**config.mk**
```make
export PLATFORM = sky130hd
export DESIGN_NAME = ov7670_config_sequencer
export DESIGN_NICKNAME = d
export VERILOG_FILES = /design/src/rtl/ov7670_cfg_pkg.sv /design/src/rtl/cfg_delay_timer.sv /design/src/rtl/ov7670_config_sequencer.sv
export SDC_FILE = /design/constraint.sdc
export NUM_CORES = 1
export LEC_CHECK = 0
export CORE_MARGIN = 2
export CORE_UTILIZATION = 42
export CTS_CLUSTER_DIAMETER = 50
export DETAILED_ROUTE_END_ITERATION = 16
export PLACE_DENSITY = 0.65
export SETUP_SLACK_MARGIN = 0.02
export SYNTH_ARGS = -nofsm -noshare
export SYNTH_HDL_FRONTEND = slang
export SYNTH_SLANG_ARGS = --single-unit
```
**constraint.sdc**
```tcl
create_clock -name clk -period 4.4 [get_ports clk]
set_input_delay 1.32 -clock clk [delete_from_list [all_inputs] [get_ports clk]]
set_output_delay 1.32 -clock clk [all_outputs]
set_load 0.01 [all_outputs]
```
**src/rtl/ov7670_cfg_pkg.sv**
```systemverilog
// Shared definitions for the OV7670 configuration sequencer:
// the ROM marker words and the sequencer state encoding.
package ov7670_cfg_pkg;

    // ROM word that terminates the register table
    localparam logic [15:0] CFG_END   = 16'hFFFF;

    // ROM word that inserts the post-reset settling delay
    localparam logic [15:0] CFG_DELAY = 16'hFFF0;

    typedef enum logic [2:0] {
        IDLE,
        FETCH,
        DECODE,
        SEND,
        DELAY,
        FLUSH,
        DONE
    } cfg_state_t;

endpackage

```
**src/rtl/cfg_delay_timer.sv**
```systemverilog
// Fixed-length wait timer. Cleared before use, then counts while enabled;
// `expired` flags the last cycle of a DELAY_CYCLES-long enabled window.
// Shared with the SCCB power-up wait, so it carries no sequencer knowledge.
module cfg_delay_timer #(
    parameter int DELAY_CYCLES = 250_000
) (
    input  logic clk,
    input  logic rst,
    input  logic clear,
    input  logic en,
    output logic expired
);

    localparam int CW = (DELAY_CYCLES > 1) ? $clog2(DELAY_CYCLES) : 1;
    localparam logic [CW-1:0] LAST = CW'(DELAY_CYCLES - 1);

    logic [CW-1:0] count;

    // Count enabled cycles from zero, parking on the terminal value
    always_ff @(posedge clk) begin
        if (rst || clear) begin
            count <= '0;
        end else if (en && !expired) begin
            count <= count + 1'b1;
        end
    end

    assign expired = en && (count == LAST);

endmodule

```
**src/rtl/ov7670_config_sequencer.sv**
```systemverilog
// Walks the OV7670 init ROM from address 0, turning each {reg, value}
// word into one SCCB write command. FFF0 inserts a settling delay and
// FFFF ends the table; the table also ends after entry 255.
module ov7670_config_sequencer
    import ov7670_cfg_pkg::*;
#(
    parameter int CLK_FREQ = 25_000_000,
    parameter int DELAY_MS = 10
) (
    input  logic        clk,
    input  logic        rst,
    input  logic        start,
    output logic [7:0]  rom_addr,
    input  logic [15:0] rom_data,
    output logic        cmd_valid,
    input  logic        cmd_ready,
    output logic [7:0]  cmd_reg,
    output logic [7:0]  cmd_data,
    input  logic        sccb_idle,
    output logic        busy,
    output logic        done
);

    localparam int DELAY_CYCLES = CLK_FREQ / 1000 * DELAY_MS;

    cfg_state_t state;
    logic       delay_clear;
    logic       delay_en;
    logic       delay_expired;

    // The timer restarts while a word is decoded and runs only in DELAY
    assign delay_clear = (state == DECODE);
    assign delay_en    = (state == DELAY);

    cfg_delay_timer #(
        .DELAY_CYCLES(DELAY_CYCLES)
    ) u_delay_timer (
        .clk    (clk),
        .rst    (rst),
        .clear  (delay_clear),
        .en     (delay_en),
        .expired(delay_expired)
    );

    // Sequencer FSM; rom_addr doubles as the table address counter so every
    // output comes straight from a register
    always_ff @(posedge clk) begin
        if (rst) begin
            state     <= IDLE;
            rom_addr  <= 8'd0;
            cmd_valid <= 1'b0;
            cmd_reg   <= 8'd0;
            cmd_data  <= 8'd0;
            busy      <= 1'b0;
            done      <= 1'b0;
        end else begin
            case (state)
                IDLE: begin
                    if (start) begin
                        state    <= FETCH;
                        rom_addr <= 8'd0;
                        busy     <= 1'b1;
                    end
                end
                FETCH: begin
                    state <= DECODE;
                end
                DECODE: begin
                    if (rom_data == CFG_END) begin
                        state <= FLUSH;
                    end else if (rom_data == CFG_DELAY) begin
                        state <= DELAY;
                    end else begin
                        cmd_reg   <= rom_data[15:8];
                        cmd_data  <= rom_data[7:0];
                        cmd_valid <= 1'b1;
                        state     <= SEND;
                    end
                end
                SEND: begin
                    if (cmd_valid && cmd_ready) begin
                        cmd_valid <= 1'b0;
                        if (rom_addr == 8'hFF) begin
                            state <= FLUSH;
                        end else begin
                            rom_addr <= rom_addr + 8'd1;
                            state    <= FETCH;
                        end
                    end
                end
                DELAY: begin
                    if (delay_expired) begin
                        if (rom_addr == 8'hFF) begin
                            state <= FLUSH;
                        end else begin
                            rom_addr <= rom_addr + 8'd1;
                            state    <= FETCH;
                        end
                    end
                end
                FLUSH: begin
                    if (sccb_idle) begin
                        state <= DONE;
                        busy  <= 1'b0;
                        done  <= 1'b1;
                    end
                end
                DONE: begin
                    if (start) begin
                        state    <= FETCH;
                        rom_addr <= 8'd0;
                        busy     <= 1'b1;
                        done     <= 1'b0;
                    end
                end
                default: begin
                    state <= IDLE;
                end
            endcase
        end
    end

endmodule
```
==> out/metrics.yaml <==
grt_usage_pct: 19.1
dpl_cell_area_mm2: 0.00298
finalWirelength_um: 5860
fin_nets: 352
power_density_mw_per_mm2: 458
relSlewSlack_pct: 19.0
dp.cells: 397
cts_resized: 0
tightest_slew_ps: 1220
ir_drop_v: 0.000213
cp-startpoint: "rom_data[0]"
syn-num-nets: 312
drtAntennaViolNets: 0
finClkSkew_ps: 9.19
clockBufferDepth: 2
initial_core_util_pct: 42.9
ctsHtreeMaxLevel: 2
drv_cap: 0
pre_cts_ws_ps: 900
crit_path_start_kind: "input port"
hp-class: "reg -> reg"
r2r_start: "u_delay_timer.count[0]"
largest_register_ffs: 18
io-pin-count: 48
drtIter0Drc: 115
clkSinkCount: 48
utilization_pct: 52.8
tns_ps: 0
core_area_mm2: 0.00582
grt_setup_unrepaired: "no"
grt_pass1_wl_um: 10100
crit_arrival_ps: 3360
min_period_ps: 3180
synth_area_per_cell_um2: 8.64
die_w_um: 81.1
leakage_nw: 0.962
drive_gt1_share_pct: 6.67
cts_buffers: 5
syn_area_mm2: 0.00250
synth_warnings: 0
cts_setup_buffers: 0
fp.dieH_um: 81.1
setup_viol: 0
max_clock_freq_mhz: 315
portBuffers: 47
vias: 2307
hpwlAfterDp_um: 4040
ys_types: 53
holdWs_ps: 473
min_from: "u_delay_timer.count[16]"
first_pass_iters: 4
layout.cells.non_filler: 405
synth_edf_count: 0
outcome: "completed"
final_cell_mix: "dfxtp_1, clkdlybuf4s50_1, nor2_1, a21oi_1, nand2_1"
antenna_found_initial: 0
clk_pin_slew_ps: 90
cts_root_buffer: "clkbuf_8"
grt_overflow: 0
cts_tree: "done"
dieArea_mm2: 0.00658
drc_errors: 0
fin_crit_sh_pct: 72.2
viasPerCell: 5.70
grt_max_degree: 33
setup.worst_path.end_class: "register"
crit_fanout: 17
ctsHoldBuffers: 0
syn_inst: 289
gp_congestion: 0.787
p_total_mw: 1.40
rows: 28
clkLatencyLatePin_ps: 300
crit_type: "in -> reg"
first_global_vias: 2227
synth_seq_cells: 48
wl_per_cell_um: 14.5
critPathRequiredTime_ps: 4580
ys.flop_type: "dfxtp_1"
final_common_cell: "dfxtp_1"
setup_ws_ps: 1220
ys_seq_area_share_pct: 38.5
synthArstFlopShare_pct: 0
top_register: "u_delay_timer.count"
drv_slew: 0
design_area_mm2: 0.00307
fillers: 583
antenna_cells: 0
area_delta_synth_final_pct: 22.9
hold_viol: 0
==> where the power goes <==
part / switching (mW) / internal (mW)
Sequential: 0.0598 / 0.493
Clock: 0.149 / 0.128
Combinational: 0.339 / 0.237
==> metal layers <==
metal	global-route usage, %	vias up	wire length (um)
met4	4.75	0	38
met2	32.6	40	2750
met5	0	-	0
met3	3.89	4	185
met1	24.5	1102	2880
li1	-	1161	-
==> path summary, 6_finish.rpt <==
check | slack [ps] | depth (start not counted) | to
max | 1220 | 7 | state[1]
min | 470 | 2 | u_delay_timer.count[16]
max reg2reg | 1850 | 6 | rom_addr[6]
min reg2reg | 470 | 2 | u_delay_timer.count[16]
==> cell usage after synthesis, drive strengths merged, types with 2 or more instances <==
library cell / instances / area (um^2)
o41ai: 4 / 35.0
xnor2: 3 / 26.3
nor4b: 2 / 23.8
ha: 2 / 25.0
nor4: 5 / 31.3
a311oi: 3 / 26.3
o21a: 2 / 15.0
o31ai: 10 / 75.1
or2: 3 / 18.8
nor2b: 4 / 25.0
nand4: 12 / 75.1
or4: 10 / 75.1
dfxtp: 48 / 961
and3: 6 / 37.5
o311ai: 2 / 17.5
a21oi: 24 / 120
clkbuf: 12 / 45.0
buf: 5 / 63.8
inv: 5 / 18.8
nor2: 31 / 116
or3: 3 / 18.8
nand3: 12 / 60.1
nor3: 6 / 46.3
a2111oi: 2 / 36.3
nand2: 23 / 86.3
o21ai: 10 / 50.0
mux2i: 19 / 190
and2: 3 / 18.8
nand2b: 3 / 18.8
a31oi: 2 / 12.5
==> worst max-delay path, stage by stage <==
cell	delay, ps
clkdlybuf4s50_1	430
or4_1	610
a2111oi_4	390
nor3_2	60
buf_4	240
o2111ai_1	220
a21oi_1	80
==> area by class of cell <==
type	instances	area, um^2	area share, %
inverter	5	18.8	0.611
tap	75	93.8	3.06
multi-input combinational	219	1410	45.9
timing repair buffer	50	493	16.1
clock inverter	1	7.51	0.245
sequential	48	961	31.3
clock buffer	7	86.3	2.81
==> cell families (layout without fill, tap and decap cells) <==
| logic type | after synthesis | after routing | share of synthesized area, % |
|---|---|---|---|
| AO/OA/AOI/OAI | 66 | 66 | 18.3 |
| XOR/XNOR | 3 | 3 | 1.05 |
| adder cells (fa/ha/maj) | 2 | 2 | 1.00 |
| buffers and inverters | 22 | 63 | 5.11 |
| flip-flops | 48 | 48 | 38.5 |
| multiplexers | 19 | 19 | 7.62 |
| AND/OR/NAND/NOR | 129 | 129 | 28.4 |
Power figures use the tool's default switching activity.
